File: src/rtl/bcd_arb_4.sv
// Round-robin arbiter that lets four requesters share one binary-to-BCD converter,
// with one transaction in flight and a sticky timeout flag for a stalled converter.
module bcd_arb_4 #(
    parameter int N_REQ   = 4,
    parameter int TIMEOUT = 64
) (
    input  logic                   clk_i,
    input  logic                   rstn_i,
    input  logic [32*N_REQ-1:0]    req_data_i,
    input  logic [N_REQ-1:0]       req_valid_i,
    output logic [N_REQ-1:0]       req_ready_o,
    output logic [39:0]            rsp_data_o,
    output logic [N_REQ-1:0]       rsp_valid_o,
    input  logic [N_REQ-1:0]       rsp_ready_i,
    output logic [31:0]            conv_bin_data_o,
    output logic                   conv_bin_valid_o,
    input  logic                   conv_bin_ready_i,
    input  logic [39:0]            conv_bcd_data_i,
    input  logic                   conv_bcd_valid_i,
    output logic                   conv_bcd_ready_o,
    output logic [$clog2(N_REQ)-1:0] grant_id_o,
    output logic                   busy_o,
    output logic                   err_o
);
    localparam int GW = $clog2(N_REQ);
    localparam int CW = $clog2(TIMEOUT);

    typedef enum logic [1:0] {IDLE, ISSUE, WAIT, DELIVER} state_t;

    state_t         state;
    logic [GW-1:0]  last_grant;
    logic [31:0]    operand;
    logic [CW-1:0]  cnt;
    logic [GW-1:0]  win;
    logic [GW-1:0]  idx;
    logic           found;

    // Rotating priority: search upward starting just past the previous owner.
    always_comb begin
        found = 1'b0;
        win   = '0;
        idx   = '0;
        for (int i = 1; i <= N_REQ; i++) begin
            idx = GW'((int'(last_grant) + i) % N_REQ);
            if (!found && req_valid_i[idx]) begin
                found = 1'b1;
                win   = idx;
            end
        end
    end

    // Accept is combinational so the winner sees ready in its request cycle;
    // gated by reset so nothing is accepted while reset is held.
    assign req_ready_o      = (rstn_i && state == IDLE && found) ? (N_REQ'(1) << win) : '0;
    assign rsp_valid_o      = (state == DELIVER) ? (N_REQ'(1) << grant_id_o) : '0;
    assign conv_bin_valid_o = (state == ISSUE);
    assign conv_bcd_ready_o = (state == WAIT);
    assign conv_bin_data_o  = operand;
    assign busy_o           = (state != IDLE);

    always_ff @(posedge clk_i or negedge rstn_i) begin
        if (!rstn_i) begin
            state      <= IDLE;
            last_grant <= GW'(N_REQ - 1);
            grant_id_o <= '0;
            operand    <= '0;
            rsp_data_o <= '0;
            err_o      <= 1'b0;
            cnt        <= '0;
        end else begin
            case (state)
                IDLE: begin
                    if (found) begin
                        operand    <= req_data_i[32*int'(win) +: 32];
                        grant_id_o <= win;
                        state      <= ISSUE;
                    end
                end
                ISSUE: begin
                    if (conv_bin_ready_i) begin
                        cnt   <= '0;
                        state <= WAIT;
                    end
                end
                WAIT: begin
                    // A result arriving on the expiry cycle wins over the timeout.
                    if (conv_bcd_valid_i) begin
                        rsp_data_o <= conv_bcd_data_i;
                        state      <= DELIVER;
                    end else if (cnt == CW'(TIMEOUT - 1)) begin
                        err_o      <= 1'b1;
                        rsp_data_o <= '1;
                        state      <= DELIVER;
                    end else begin
                        cnt <= cnt + 1'b1;
                    end
                end
                DELIVER: begin
                    if (rsp_ready_i[grant_id_o]) begin
                        last_grant <= grant_id_o;
                        state      <= IDLE;
                    end
                end
                default: state <= IDLE;
            endcase
        end
    end
endmodule

File: config.mk
export PLATFORM = sky130hd
export DESIGN_NAME = bcd_arb_4
export DESIGN_NICKNAME = d
export VERILOG_FILES = /design/src/rtl/bcd_arb_4.sv
export SDC_FILE = /design/constraint.sdc
export NUM_CORES = 1
export LEC_CHECK = 0
export ABC_AREA = 1
export BUFFER_PORTS_ARGS = -buffer_cell sky130_fd_sc_hd__buf_2
export CAP_MARGIN = 20
export CORE_MARGIN = 3
export CORE_UTILIZATION = 46
export DETAILED_ROUTE_END_ITERATION = 12
export HOLD_SLACK_MARGIN = 0.06
export PLACE_DENSITY = 0.83
export RECOVER_POWER = 25
export SYNTH_ARGS = -nofsm -noshare
export SYNTH_HDL_FRONTEND = slang
export SYNTH_SLANG_ARGS = --single-unit
File: constraint.sdc
create_clock -name clk_i -period 3.2 [get_ports clk_i]
set_input_delay 0.96 -clock clk_i [delete_from_list [all_inputs] [get_ports clk_i]]
set_output_delay 0.96 -clock clk_i [all_outputs]
set_load 0.01 [all_outputs]
==> results of run 1 <==
[timing repair]
action,CTS,global route
cloned,0,0
endpoints found under the setup margin,4,4
gates resized for setup,1,23
buffers inserted,2,5
pin swaps,0,11
[worst paths after layout]
path                                        to  slack [ps]               start
max                             req_ready_o[2]        -100      req_valid_i[2]
min                         conv_bin_data_o[0]         480  conv_bin_data_o[0]
max reg2reg                conv_bin_data_o[15]         640       last_grant[0]
min reg2reg                 conv_bin_data_o[0]         480  conv_bin_data_o[0]
max in group asynchronous       rsp_data_o[29]         420              rstn_i
min in group asynchronous       rsp_data_o[35]        1160              rstn_i
[cell usage in the layout, fill, tap and decap left out, types with 4 or more instances in the layout]
cell / instances
ha_1: 5
o22a_1: 40
nand2_4: 4
dfrtp_1: 83
nand3_1: 75
buf_4: 17
o21ai_0: 10
a21oi_1: 6
buf_2: 264
nor2_1: 6
inv_1: 22
nand2_2: 17
nor3_1: 10
clkbuf_8: 9
nand2_1: 347
[power breakdown]
group / total [W] / switching (W) / internal, W / leakage (nW)
registers: 0.00181 / 0.000264 / 0.00154 / 0.995
clock network: 0.000767 / 0.000456 / 0.000311 / 0.103
logic: 0.00486 / 0.00311 / 0.00175 / 2.69
[metrics by stage]
step                      utilization  std cells  TNS [ps]
after detailed placement        0.606       1061     -42.6
after global placement          0.606       1061         0
after global routing            0.640       1085      -587
final                           0.640       1085      -167
after CTS                       0.628       1079     -49.9
after floorplan                     -        691         0
[per-layer routing]
layer / up-vias / GRT usage
met5: - / 0
li1: 2722 / -
met3: 28 / 0.0570
met1: 2471 / 0.308
met4: 0 / 0.0748
met2: 186 / 0.428
[worst register-to-register path, delay by kind of cell, from the launching register on]
family                 cells  cell delay (ps)
AND/OR/NAND/NOR           13             1300
flip-flops                 1              600
buffers and inverters      2              590
[registers in the layout, summed over array words and instances, names as in the netlist]
signal,flops
err_o,1
rsp_data_o,40
cnt,6
last_grant,2
state,2
grant_id_o,2
conv_bin_data_o,32
[cell type report]
| type | count | area [um^2] |
|---|---|---|
| Multi-Input combinational cell | 536 | 2540 |
| Inverter | 27 | 106 |
| Fill cell | 963 | 3730 |
| Sequential cell | 85 | 2130 |
| Timing Repair Buffer | 285 | 1490 |
| Clock inverter | 7 | 76.3 |
| Tap cell | 136 | 170 |
| Clock buffer | 9 | 124 |
[cell families (layout without fill, tap and decap cells)]
kind of cell,count (synthesis),after routing,share of synthesized area
flops,85,85,0.432
buf+inv,70,328,0.0710
simple gates,472,472,0.394
compound gates,59,59,0.0908
fa+ha+maj,5,5,0.0127
==> impl_metrics.xml, run 1 <==
<?xml version="1.0" encoding="UTF-8"?>
<metrics>
  <group name="status">
    <metric name="result_of_the_run" unit="">finished, violations left</metric>
    <metric name="violated_checks" unit="">max-capacitance violations, max-slew violations, negative setup slack</metric>
  </group>
  <group name="floorplan">
    <metric name="die_width" unit="um">110</metric>
    <metric name="fp.dieH" unit="um">110</metric>
    <metric name="fp-row-count" unit="">37</metric>
    <metric name="floorplan.initialDensity" unit="">0.476</metric>
    <metric name="design.core.area" unit="mm^2">0.0104</metric>
    <metric name="design.portCount" unit="">266</metric>
    <metric name="fp.dieArea" unit="mm^2">0.0120</metric>
  </group>
  <group name="global_routing">
    <metric name="grt_first_pass_wirelength" unit="um">23700</metric>
    <metric name="vias_in_the_first_global_route" unit="">5005</metric>
    <metric name="grt_max_degree" unit="">86</metric>
    <metric name="grt_remaining_overflow" unit="">0</metric>
    <metric name="global_routing_usage_summed_across_all_routing_layers" unit="">0.247</metric>
    <metric name="grt_antenna_before_repair" unit="">0</metric>
  </group>
  <group name="synthesis">
    <metric name="ys_seq_area_frac" unit="">0.432</metric>
    <metric name="yosys_warnings" unit="">0</metric>
    <metric name="yosys.cell_count.top_type" unit="">nand2_1</metric>
    <metric name="synth_enable_flop_cells" unit="">0</metric>
    <metric name="synth_cells" unit="">691</metric>
    <metric name="async_reset_ff_frac" unit="">1.00</metric>
    <metric name="netlist.area_leader.share" unit="">0.421</metric>
    <metric name="synth-main-ff-cell" unit="">dfrtp_1</metric>
    <metric name="syn_area" unit="mm^2">0.00493</metric>
    <metric name="synth.largest_area_cell" unit="">dfrtp_1</metric>
    <metric name="yosys_register_bits" unit="">85</metric>
    <metric name="netlist_top_cells_count" unit="">nand2_1, dfrtp_1, nand3_1</metric>
    <metric name="most_area_consuming_cells_after_synthesis" unit="">dfrtp_1, nand2_1, nand3_1, o22a_1, buf_2</metric>
    <metric name="synthDistinctLibCells" unit="">27</metric>
    <metric name="syn_avg_cell_area" unit="um^2">7.14</metric>
    <metric name="syn_nets" unit="">876</metric>
  </group>
  <group name="sta">
    <metric name="timing.final.ws_setup" unit="ps">-98.8</metric>
    <metric name="grt_setup_unrepaired" unit="">yes</metric>
    <metric name="timing.final.max_slew_violations" unit="">35</metric>
    <metric name="min_period_over_period" unit="">1.03</metric>
    <metric name="timing.final.crit_period" unit="ps">3300</metric>
    <metric name="setup_viol_count_final" unit="">2</metric>
    <metric name="fin_worst_skew" unit="ps">12.8</metric>
    <metric name="whs" unit="ps">484</metric>
    <metric name="final-hold-violation-count" unit="">0</metric>
    <metric name="worst_slew_margin_rel" unit="">-0.148</metric>
    <metric name="clock.fmax" unit="GHz">0.303</metric>
    <metric name="tightestPinTransition" unit="ps">1720</metric>
  </group>
  <group name="critical_path">
    <metric name="endpoint_kind" unit="">output port</metric>
    <metric name="crit_path_cell_trace" unit="">buf_2, nand2_1, nand2_4, nand2_2, nand2_4, nor2_4, nand2_2, nor3_4, nor2_4, buf_6, nor3_2, buf_2</metric>
    <metric name="crit_buf_inv" unit="">3</metric>
    <metric name="worst_ep_required_time" unit="ps">2240</metric>
    <metric name="worst_path_largest_cell_delay" unit="ps">190</metric>
    <metric name="crit_cells" unit="">12</metric>
    <metric name="worst_setup_path_class" unit="">in2out</metric>
    <metric name="worstSetupStartpointType" unit="">primary input</metric>
    <metric name="worst_path_dominant_cell_family" unit="">simple AND/OR/NAND/NOR gates</metric>
    <metric name="worstPathArrival" unit="ps">2340</metric>
    <metric name="slowest_stage" unit="">nor3_4</metric>
    <metric name="critical_path.max_fanout" unit="">3</metric>
    <metric name="r2r_cells" unit="">15</metric>
  </group>
  <group name="route">
    <metric name="met2_wirelength" unit="um">7910</metric>
    <metric name="detailroute.via_count" unit="">5407</metric>
    <metric name="wirelength_met1" unit="um">6170</metric>
    <metric name="firstDrtPassIters" unit="">5</metric>
    <metric name="routed_wire_length_per_instance" unit="um">14.3</metric>
    <metric name="dr_wl_met3" unit="um">1040</metric>
    <metric name="drc" unit="">0</metric>
    <metric name="vias_per_cell" unit="">4.98</metric>
    <metric name="totalWireLength" unit="um">15500</metric>
    <metric name="routed.top_layer" unit="">met4</metric>
    <metric name="iteration_0_drc_markers" unit="">277</metric>
    <metric name="detail-route-antenna-nets" unit="">0</metric>
  </group>
  <group name="power_and_ir_drop">
    <metric name="p_per_area" unit="mW/mm^2">1120</metric>
    <metric name="power.static_leakage" unit="nW">3.79</metric>
    <metric name="post-layout-total-power" unit="W">0.00744</metric>
    <metric name="irDropWorstVdd" unit="mV">0.626</metric>
  </group>
  <group name="cts">
    <metric name="cts_max_level" unit="">3</metric>
    <metric name="worstSkewPairLatency" unit="ps">360</metric>
    <metric name="worst_setup_hold_path_clk_slew" unit="ps">90</metric>
    <metric name="postCtsHoldBufs" unit="">0</metric>
    <metric name="tritoncts_num_sinks" unit="">85</metric>
    <metric name="clock_path_buffers" unit="">2</metric>
    <metric name="cts_buffers" unit="">9</metric>
    <metric name="cts_tree" unit="">yes</metric>
    <metric name="clock-root-buffer" unit="">clkbuf_8</metric>
  </group>
  <group name="layout">
    <metric name="inserted_diodes" unit="">0</metric>
    <metric name="layout.nets" unit="">1129</metric>
    <metric name="syn2layout_area_growth" unit="%">34.5</metric>
    <metric name="layout-drive-gt1-share" unit="">0.355</metric>
    <metric name="stdcell_area" unit="mm^2">0.00664</metric>
  </group>
  <group name="place">
    <metric name="place.detailed.hpwl" unit="um">11100</metric>
    <metric name="placed_area" unit="mm^2">0.00628</metric>
    <metric name="port_buffers" unit="">265</metric>
    <metric name="pre_cts_ws" unit="ps">-22.0</metric>
    <metric name="gp_routability_congestion" unit="">0.823</metric>
  </group>
  <group name="worst_hold_path">
    <metric name="min_path_type" unit="">reg2reg</metric>
    <metric name="hold_depth" unit="">2</metric>
  </group>
  <group name="run">
    <metric name="max-cap-violations" unit="">1</metric>
  </group>
</metrics>
No activity file was read; power rests on OpenSTA's default activity.
==> run 2, diff against run 1 <==
==> config.mk (replaced) <==
export PLATFORM = sky130hd
export DESIGN_NAME = bcd_arb_4
export DESIGN_NICKNAME = d
export VERILOG_FILES = /design/src/rtl/bcd_arb_4.sv
export SDC_FILE = /design/constraint.sdc
export NUM_CORES = 1
export LEC_CHECK = 0
export ABC_AREA = 0
export BUFFER_PORTS_ARGS = -buffer_cell sky130_fd_sc_hd__buf_4
export CAP_MARGIN = 20
export CORE_MARGIN = 3
export CORE_UTILIZATION = 40
export DETAILED_ROUTE_END_ITERATION = 12
export HOLD_SLACK_MARGIN = 0.06
export PLACE_DENSITY = 0.76
export RECOVER_POWER = 25
export SYNTH_ARGS = -nofsm -noshare
export SYNTH_HDL_FRONTEND = slang
export SYNTH_SLANG_ARGS = --single-unit
==> run 2 against run 1 <==
Effect of this change:
- the flow finishes with violations (max-capacitance violations, max-slew violations)
- via count shrank 14%
- count of clock-buffer cells in the layout is the same
- worst setup slack gained 380 ps
- non-clock buffer count shrank 7
- critical path depth shrank 7
- combinational power shrank 34%
- sequential power grew 9%
- wire length grew 0.60%
- largest power group unchanged
==> impl_metrics.xml, run 2 <==
<?xml version="1.0" encoding="UTF-8"?>
<metrics>
  <group name="status">
    <metric name="result_of_the_run" unit="">finished, violations left</metric>
    <metric name="violated_checks" unit="">max-capacitance violations, max-slew violations</metric>
  </group>
  <group name="synthesis">
    <metric name="ys_seq_area_frac" unit="">0.480</metric>
    <metric name="synth_cells" unit="">429</metric>
    <metric name="yosys_warnings" unit="">0</metric>
    <metric name="netlist.area_leader.share" unit="">0.469</metric>
    <metric name="synth_enable_flop_cells" unit="">0</metric>
    <metric name="netlist_top_cells_count" unit="">dfrtp_1, nor2_1, o22a_1</metric>
    <metric name="synthDistinctLibCells" unit="">43</metric>
    <metric name="syn_nets" unit="">614</metric>
    <metric name="most_area_consuming_cells_after_synthesis" unit="">dfrtp_1, mux2i_1, o22a_1, a221oi_1, o22ai_1</metric>
    <metric name="yosys_register_bits" unit="">85</metric>
    <metric name="synth-main-ff-cell" unit="">dfrtp_1</metric>
    <metric name="async_reset_ff_frac" unit="">1.00</metric>
    <metric name="yosys.cell_count.top_type" unit="">dfrtp_1</metric>
    <metric name="syn_area" unit="mm^2">0.00443</metric>
    <metric name="syn_avg_cell_area" unit="um^2">10.3</metric>
    <metric name="synth.largest_area_cell" unit="">dfrtp_1</metric>
  </group>
  <group name="power_and_ir_drop">
    <metric name="p_per_area" unit="mW/mm^2">888</metric>
    <metric name="power.static_leakage" unit="nW">3.17</metric>
    <metric name="irDropWorstVdd" unit="mV">0.425</metric>
  </group>
  <group name="layout">
    <metric name="highest_count_cells_in_the_layout_ignoring_fill_and_taps" unit="">buf_4, dfrtp_1, o22a_1</metric>
    <metric name="largest_register_ffs" unit="">40</metric>
    <metric name="final_core_utilization" unit="">0.642</metric>
    <metric name="regMostFlops" unit="">rsp_data_o</metric>
    <metric name="layout.nets" unit="">871</metric>
    <metric name="layout_commonest_cell" unit="">buf_4</metric>
    <metric name="inserted_diodes" unit="">0</metric>
    <metric name="syn2layout_area_growth" unit="%">52.9</metric>
    <metric name="layout-drive-gt1-share" unit="">0.444</metric>
  </group>
  <group name="sta">
    <metric name="timing.final.crit_period" unit="ps">2920</metric>
    <metric name="timing.final.max_slew_violations" unit="">29</metric>
    <metric name="clock.fmax" unit="GHz">0.342</metric>
    <metric name="final-hold-violation-count" unit="">0</metric>
    <metric name="fin_worst_skew" unit="ps">12.6</metric>
    <metric name="setup_viol_count_final" unit="">0</metric>
    <metric name="worst_slew_margin_rel" unit="">-0.0367</metric>
    <metric name="setup_tns" unit="ps">0</metric>
    <metric name="tightestPinTransition" unit="ps">1550</metric>
    <metric name="min_period_over_period" unit="">0.913</metric>
    <metric name="grt_setup_unrepaired" unit="">no</metric>
  </group>
  <group name="route">
    <metric name="routed_wire_length_per_instance" unit="um">18.8</metric>
    <metric name="met2_wirelength" unit="um">7630</metric>
    <metric name="dr_wl_met3" unit="um">1550</metric>
    <metric name="detail-route-antenna-nets" unit="">0</metric>
    <metric name="iteration_0_drc_markers" unit="">388</metric>
    <metric name="drc" unit="">0</metric>
    <metric name="totalWireLength" unit="um">15600</metric>
    <metric name="routed.top_layer" unit="">met4</metric>
    <metric name="vias_per_cell" unit="">5.60</metric>
    <metric name="firstDrtPassIters" unit="">4</metric>
    <metric name="detailroute.via_count" unit="">4630</metric>
    <metric name="wirelength_met1" unit="um">5920</metric>
  </group>
  <group name="critical_path">
    <metric name="worstSetupStartpointType" unit="">primary input</metric>
    <metric name="worst_path_largest_cell_delay" unit="ps">330</metric>
    <metric name="crit_path_cell_trace" unit="">buf_4, nor2_1, a21oi_4, and3_1, buf_4</metric>
    <metric name="crit_buf_inv" unit="">2</metric>
    <metric name="r2r_cells" unit="">7</metric>
    <metric name="critPathMostFrequentCell" unit="">buf_4</metric>
    <metric name="crit_cells" unit="">5</metric>
    <metric name="critical_path.reg2reg.startpoint" unit="">state[0]</metric>
    <metric name="endpoint_kind" unit="">output port</metric>
    <metric name="critical_path.max_fanout" unit="">12</metric>
    <metric name="worst-r2r-setup-slack" unit="ps">800</metric>
    <metric name="worstSetupStartpoint" unit="">req_valid_i[0]</metric>
    <metric name="worst_path_dominant_cell_family" unit="">simple AND/OR/NAND/NOR gates</metric>
    <metric name="worstPathArrival" unit="ps">1960</metric>
    <metric name="worst_ep_required_time" unit="ps">2240</metric>
    <metric name="crit_path_end" unit="">req_ready_o[2]</metric>
    <metric name="worst_setup_path_class" unit="">in2out</metric>
    <metric name="r2r-end" unit="">cnt[2]</metric>
    <metric name="slowest_stage" unit="">nor2_1</metric>
  </group>
  <group name="cts">
    <metric name="tritoncts_num_sinks" unit="">85</metric>
    <metric name="clock-root-buffer" unit="">clkbuf_8</metric>
    <metric name="worstSkewPairLatency" unit="ps">360</metric>
    <metric name="clock_path_buffers" unit="">2</metric>
    <metric name="post_cts_buffers" unit="">0</metric>
    <metric name="cts_max_level" unit="">3</metric>
    <metric name="cts_repair_resize_count" unit="">0</metric>
    <metric name="worst_setup_hold_path_clk_slew" unit="ps">100</metric>
    <metric name="cts_tree" unit="">yes</metric>
    <metric name="postCtsHoldBufs" unit="">0</metric>
    <metric name="cts_buffers" unit="">9</metric>
  </group>
  <group name="global_routing">
    <metric name="grt_antenna_before_repair" unit="">0</metric>
    <metric name="global_routing_usage_summed_across_all_routing_layers" unit="">0.243</metric>
    <metric name="grt_remaining_overflow" unit="">0</metric>
    <metric name="grt_first_pass_wirelength" unit="um">24500</metric>
    <metric name="vias_in_the_first_global_route" unit="">4835</metric>
    <metric name="grt_max_degree" unit="">57</metric>
  </group>
  <group name="place">
    <metric name="port_buffers" unit="">265</metric>
    <metric name="place.detailed.hpwl" unit="um">12000</metric>
    <metric name="gp_routability_congestion" unit="">0.867</metric>
  </group>
  <group name="worst_hold_path">
    <metric name="min_path_type" unit="">in2async</metric>
  </group>
  <group name="floorplan">
    <metric name="design.portCount" unit="">266</metric>
    <metric name="floorplan.initialDensity" unit="">0.420</metric>
    <metric name="die_width" unit="um">111</metric>
    <metric name="fp.dieH" unit="um">111</metric>
    <metric name="design.core.area" unit="mm^2">0.0106</metric>
    <metric name="fp-row-count" unit="">37</metric>
    <metric name="fp.dieArea" unit="mm^2">0.0124</metric>
  </group>
  <group name="run">
    <metric name="max-cap-violations" unit="">1</metric>
  </group>
</metrics>
==> run 2: per-stage QoR <==
step / total power [W] / cells / hold slack [ps] / worst slack (ps) / area (um^2)
floorplan: 0.00379 / 429 / 501 / 204 / 4430
global placement: 0.00512 / 811 / 456 / 325 / 6570
detailed placement: 0.00524 / 811 / 476 / 273 / 6570
CTS: 0.00606 / 827 / 455 / 271 / 6780
global route: 0.00645 / 827 / 448 / 206 / 6780
finish: 0.00602 / 827 / 456 / 277 / 6780
==> run 2: report_power, final <==
group	internal (W)	switching, W
clock	0.000381	0.000445
combinational	0.00162	0.00159
sequential	0.00158	0.000400
==> run 2: area by class of cell <==
class / instances / area [um^2]
clock inverter: 7 / 92.6
timing repair buffer: 278 / 2090
sequential: 85 / 2130
inverter: 8 / 30.0
fill: 889 / 3780
clock buffer: 9 / 124
multi-input combinational: 304 / 2140
tap: 136 / 170
==> run 2: worst register-to-register path, stage by stage (launching register included) <==
cell and delay [ps]:
dfrtp_1 430, inv_1 100, ha_1 510, inv_1 230, a311o_1 360, a21o_1 260
or3_1 370, nand3_1 90
==> run 2: how the worst min path moves through the flow <==
stage	to	slack, ps	cells after the start
after floorplan	cnt[2]	500	2
after global placement	err_o	460	1
after detailed placement	err_o	480	1
after CTS	rsp_data_o[5]	450	1
after global routing	rsp_data_o[5]	450	1
final	rsp_data_o[5]	460	1
==> run 2: kinds of logic (layout without fill, tap and decap cells) <==
family	Yosys count	in the layout	synth area share
adder cells (fa/ha/maj)	5	5	0.0141
AND/OR/NAND/NOR	94	94	0.104
multiplexers	38	38	0.0867
AO/OA/AOI/OAI	167	167	0.274
flip-flops	85	85	0.480
buffers and inverters	40	302	0.0409
==> run 2: metal layers <==
layer | vias up | track usage
met5 | - | 0
met1 | 2192 | 0.277
met4 | 0 | 0.0941
met3 | 28 | 0.0928
li1 | 2176 | -
met2 | 234 | 0.413
==> run 3, diff against run 2 <==
--- a/config.mk
+++ b/config.mk
@@ -8,7 +8,6 @@
 export ABC_AREA = 0
 export BUFFER_PORTS_ARGS = -buffer_cell sky130_fd_sc_hd__buf_4
 export CAP_MARGIN = 20
-export CORE_MARGIN = 3
 export CORE_UTILIZATION = 40
 export DETAILED_ROUTE_END_ITERATION = 12
 export HOLD_SLACK_MARGIN = 0.06
==> run 3 against run 2 <==
Effect of this change:
- the run still ends with max-capacitance violations, max-slew violations left
- die area is 7.1% lower
- via count grew 0.82%
- final area shrank 0.30%
- total power is 0.94% lower
- fmax fell by 5.0%
- first-iteration DRC count fell by 28%
- worst hold slack worse by 3.1 ps
- largest power group unchanged
==> impl_metrics.xml, run 3 (same netlist as run 2, synthesis figures left out) <==
<?xml version="1.0" encoding="UTF-8"?>
<metrics>
  <group name="status">
    <metric name="result_of_the_run" unit="">finished, violations left</metric>
    <metric name="violated_checks" unit="">max-capacitance violations, max-slew violations</metric>
  </group>
  <group name="route">
    <metric name="detail-route-antenna-nets" unit="">0</metric>
    <metric name="iteration_0_drc_markers" unit="">278</metric>
    <metric name="vias_per_cell" unit="">5.62</metric>
    <metric name="routed_wire_length_per_instance" unit="um">18.3</metric>
    <metric name="detailroute.via_count" unit="">4668</metric>
    <metric name="totalWireLength" unit="um">15200</metric>
    <metric name="drc" unit="">0</metric>
    <metric name="firstDrtPassIters" unit="">6</metric>
  </group>
  <group name="critical_path">
    <metric name="critical_path.max_fanout" unit="">8</metric>
    <metric name="endpoint_kind" unit="">output port</metric>
    <metric name="worst_ep_required_time" unit="ps">2240</metric>
    <metric name="worst_setup_path_class" unit="">in2out</metric>
    <metric name="r2r_cells" unit="">7</metric>
    <metric name="worstPathArrival" unit="ps">2120</metric>
    <metric name="worstSetupStartpointType" unit="">primary input</metric>
  </group>
  <group name="power_and_ir_drop">
    <metric name="p_per_area" unit="mW/mm^2">882</metric>
    <metric name="power.static_leakage" unit="nW">3.16</metric>
    <metric name="irDropWorstVdd" unit="mV">0.443</metric>
  </group>
  <group name="global_routing">
    <metric name="grt_first_pass_wirelength" unit="um">23000</metric>
    <metric name="vias_in_the_first_global_route" unit="">4531</metric>
    <metric name="grt_remaining_overflow" unit="">0</metric>
    <metric name="global_routing_usage_summed_across_all_routing_layers" unit="">0.263</metric>
    <metric name="grt_max_degree" unit="">64</metric>
    <metric name="grt_antenna_before_repair" unit="">0</metric>
  </group>
  <group name="layout">
    <metric name="regMostFlops" unit="">rsp_data_o</metric>
    <metric name="multi_input_area" unit="mm^2">0.00214</metric>
    <metric name="syn2layout_area_growth" unit="%">52.4</metric>
    <metric name="largest_register_ffs" unit="">40</metric>
    <metric name="final_cell_count_no_fill" unit="">830</metric>
    <metric name="sequential_cell_area" unit="mm^2">0.00213</metric>
    <metric name="highest_count_cells_in_the_layout_ignoring_fill_and_taps" unit="">buf_4, dfrtp_1, o22a_1</metric>
    <metric name="final_core_utilization" unit="">0.623</metric>
    <metric name="num-fill-cells" unit="">941</metric>
    <metric name="layout.nets" unit="">870</metric>
    <metric name="layout_commonest_cell" unit="">buf_4</metric>
    <metric name="inserted_diodes" unit="">0</metric>
    <metric name="layout-drive-gt1-share" unit="">0.441</metric>
    <metric name="stdcell_area" unit="mm^2">0.00676</metric>
  </group>
  <group name="cts">
    <metric name="worstSkewPairLatency" unit="ps">360</metric>
    <metric name="clock_path_buffers" unit="">2</metric>
    <metric name="tritoncts_num_sinks" unit="">85</metric>
    <metric name="clock-root-buffer" unit="">clkbuf_8</metric>
    <metric name="cts_tree" unit="">yes</metric>
    <metric name="worst_setup_hold_path_clk_slew" unit="ps">90</metric>
    <metric name="cts_max_level" unit="">3</metric>
    <metric name="cts_buffers" unit="">9</metric>
    <metric name="cts_repair_resize_count" unit="">0</metric>
    <metric name="postCtsHoldBufs" unit="">0</metric>
    <metric name="post_cts_buffers" unit="">0</metric>
  </group>
  <group name="place">
    <metric name="gp_routability_congestion" unit="">0.852</metric>
    <metric name="port_buffers" unit="">265</metric>
    <metric name="place_inst" unit="">814</metric>
    <metric name="place.detailed.hpwl" unit="um">11300</metric>
    <metric name="placed_area" unit="mm^2">0.00657</metric>
  </group>
  <group name="sta">
    <metric name="final-hold-violation-count" unit="">0</metric>
    <metric name="whs" unit="ps">453</metric>
    <metric name="fin_worst_skew" unit="ps">14.9</metric>
    <metric name="setup_tns" unit="ps">0</metric>
    <metric name="clock.fmax" unit="GHz">0.325</metric>
    <metric name="timing.final.crit_period" unit="ps">3080</metric>
    <metric name="setup_viol_count_final" unit="">0</metric>
    <metric name="tightestPinTransition" unit="ps">1600</metric>
    <metric name="min_period_over_period" unit="">0.962</metric>
    <metric name="grt_setup_unrepaired" unit="">no</metric>
    <metric name="worst_slew_margin_rel" unit="">-0.0635</metric>
    <metric name="timing.final.max_slew_violations" unit="">64</metric>
  </group>
  <group name="run">
    <metric name="max-cap-violations" unit="">1</metric>
  </group>
  <group name="floorplan">
    <metric name="fp.dieH" unit="um">107</metric>
    <metric name="design.core.area" unit="mm^2">0.0108</metric>
    <metric name="fp-row-count" unit="">38</metric>
    <metric name="die_width" unit="um">107</metric>
    <metric name="fp.dieArea" unit="mm^2">0.0115</metric>
    <metric name="floorplan.initialDensity" unit="">0.409</metric>
    <metric name="design.portCount" unit="">266</metric>
  </group>
  <group name="worst_hold_path">
    <metric name="min_path_type" unit="">in2async</metric>
  </group>
</metrics>
==> run 3: cell types whose count changed in the layout (fill, tap and decap cells not counted), sizes merged <==
cell	previous run	this run
buf	276	274
clkbuf	11	14
inv	11	10
clkinv	1	2
clkinvlp	2	0
==> run 3: routing by layer <==
metal / GRT usage / share of wire
met1: 0.290 / 0.37
met2: 0.459 / 0.52
met3: 0.0738 / 0.075
met4: 0.142 / 0.036
met5: 0 / 0
==> run 3: critical path, cell delays in order <==
cell and delay [ps]:
buf_4 140, nor2_1 370, a22oi_1 180, o22ai_2 150, and3_1 180, buf_4 140
==> run 3: metrics by stage <==
step | setup WS [ps] | total power [W]
after global routing | 90.2 | 0.00636
after floorplan | 204 | 0.00379
final | 122 | 0.00596
after detailed placement | 175 | 0.00520
after CTS | 147 | 0.00599
after global placement | 220 | 0.00508
==> run 3: area by class of cell <==
class / count / share of cell area
clock buffers: 11 / 0.0194
clock inverters: 5 / 0.0100
inverters: 8 / 0.00444
multi-input cells: 304 / 0.316
flip-flops and latches: 85 / 0.315
well taps: 140 / 0.0259
repair buffers: 277 / 0.309
==> run 3: worst paths after layout <==
check / endpoint / startpoint / slack [ps]
setup / recovery: req_ready_o[0] / req_valid_i[3] / 120
hold reg to reg: err_o / err_o / 490
max in group asynchronous: rsp_data_o[26] / rstn_i / 960
hold / removal: conv_bin_data_o[3] / rstn_i / 450
setup reg to reg: cnt[2] / state[0] / 870
min in group clk_i: err_o / err_o / 490
==> run 3: where the power goes <==
part / internal, W / total, W / switching, W
clock: 0.000373 / 0.000790 / 0.000417
sequential: 0.00158 / 0.00197 / 0.000386
combinational: 0.00162 / 0.00320 / 0.00158
total: 0.00358 / 0.00596 / 0.00238
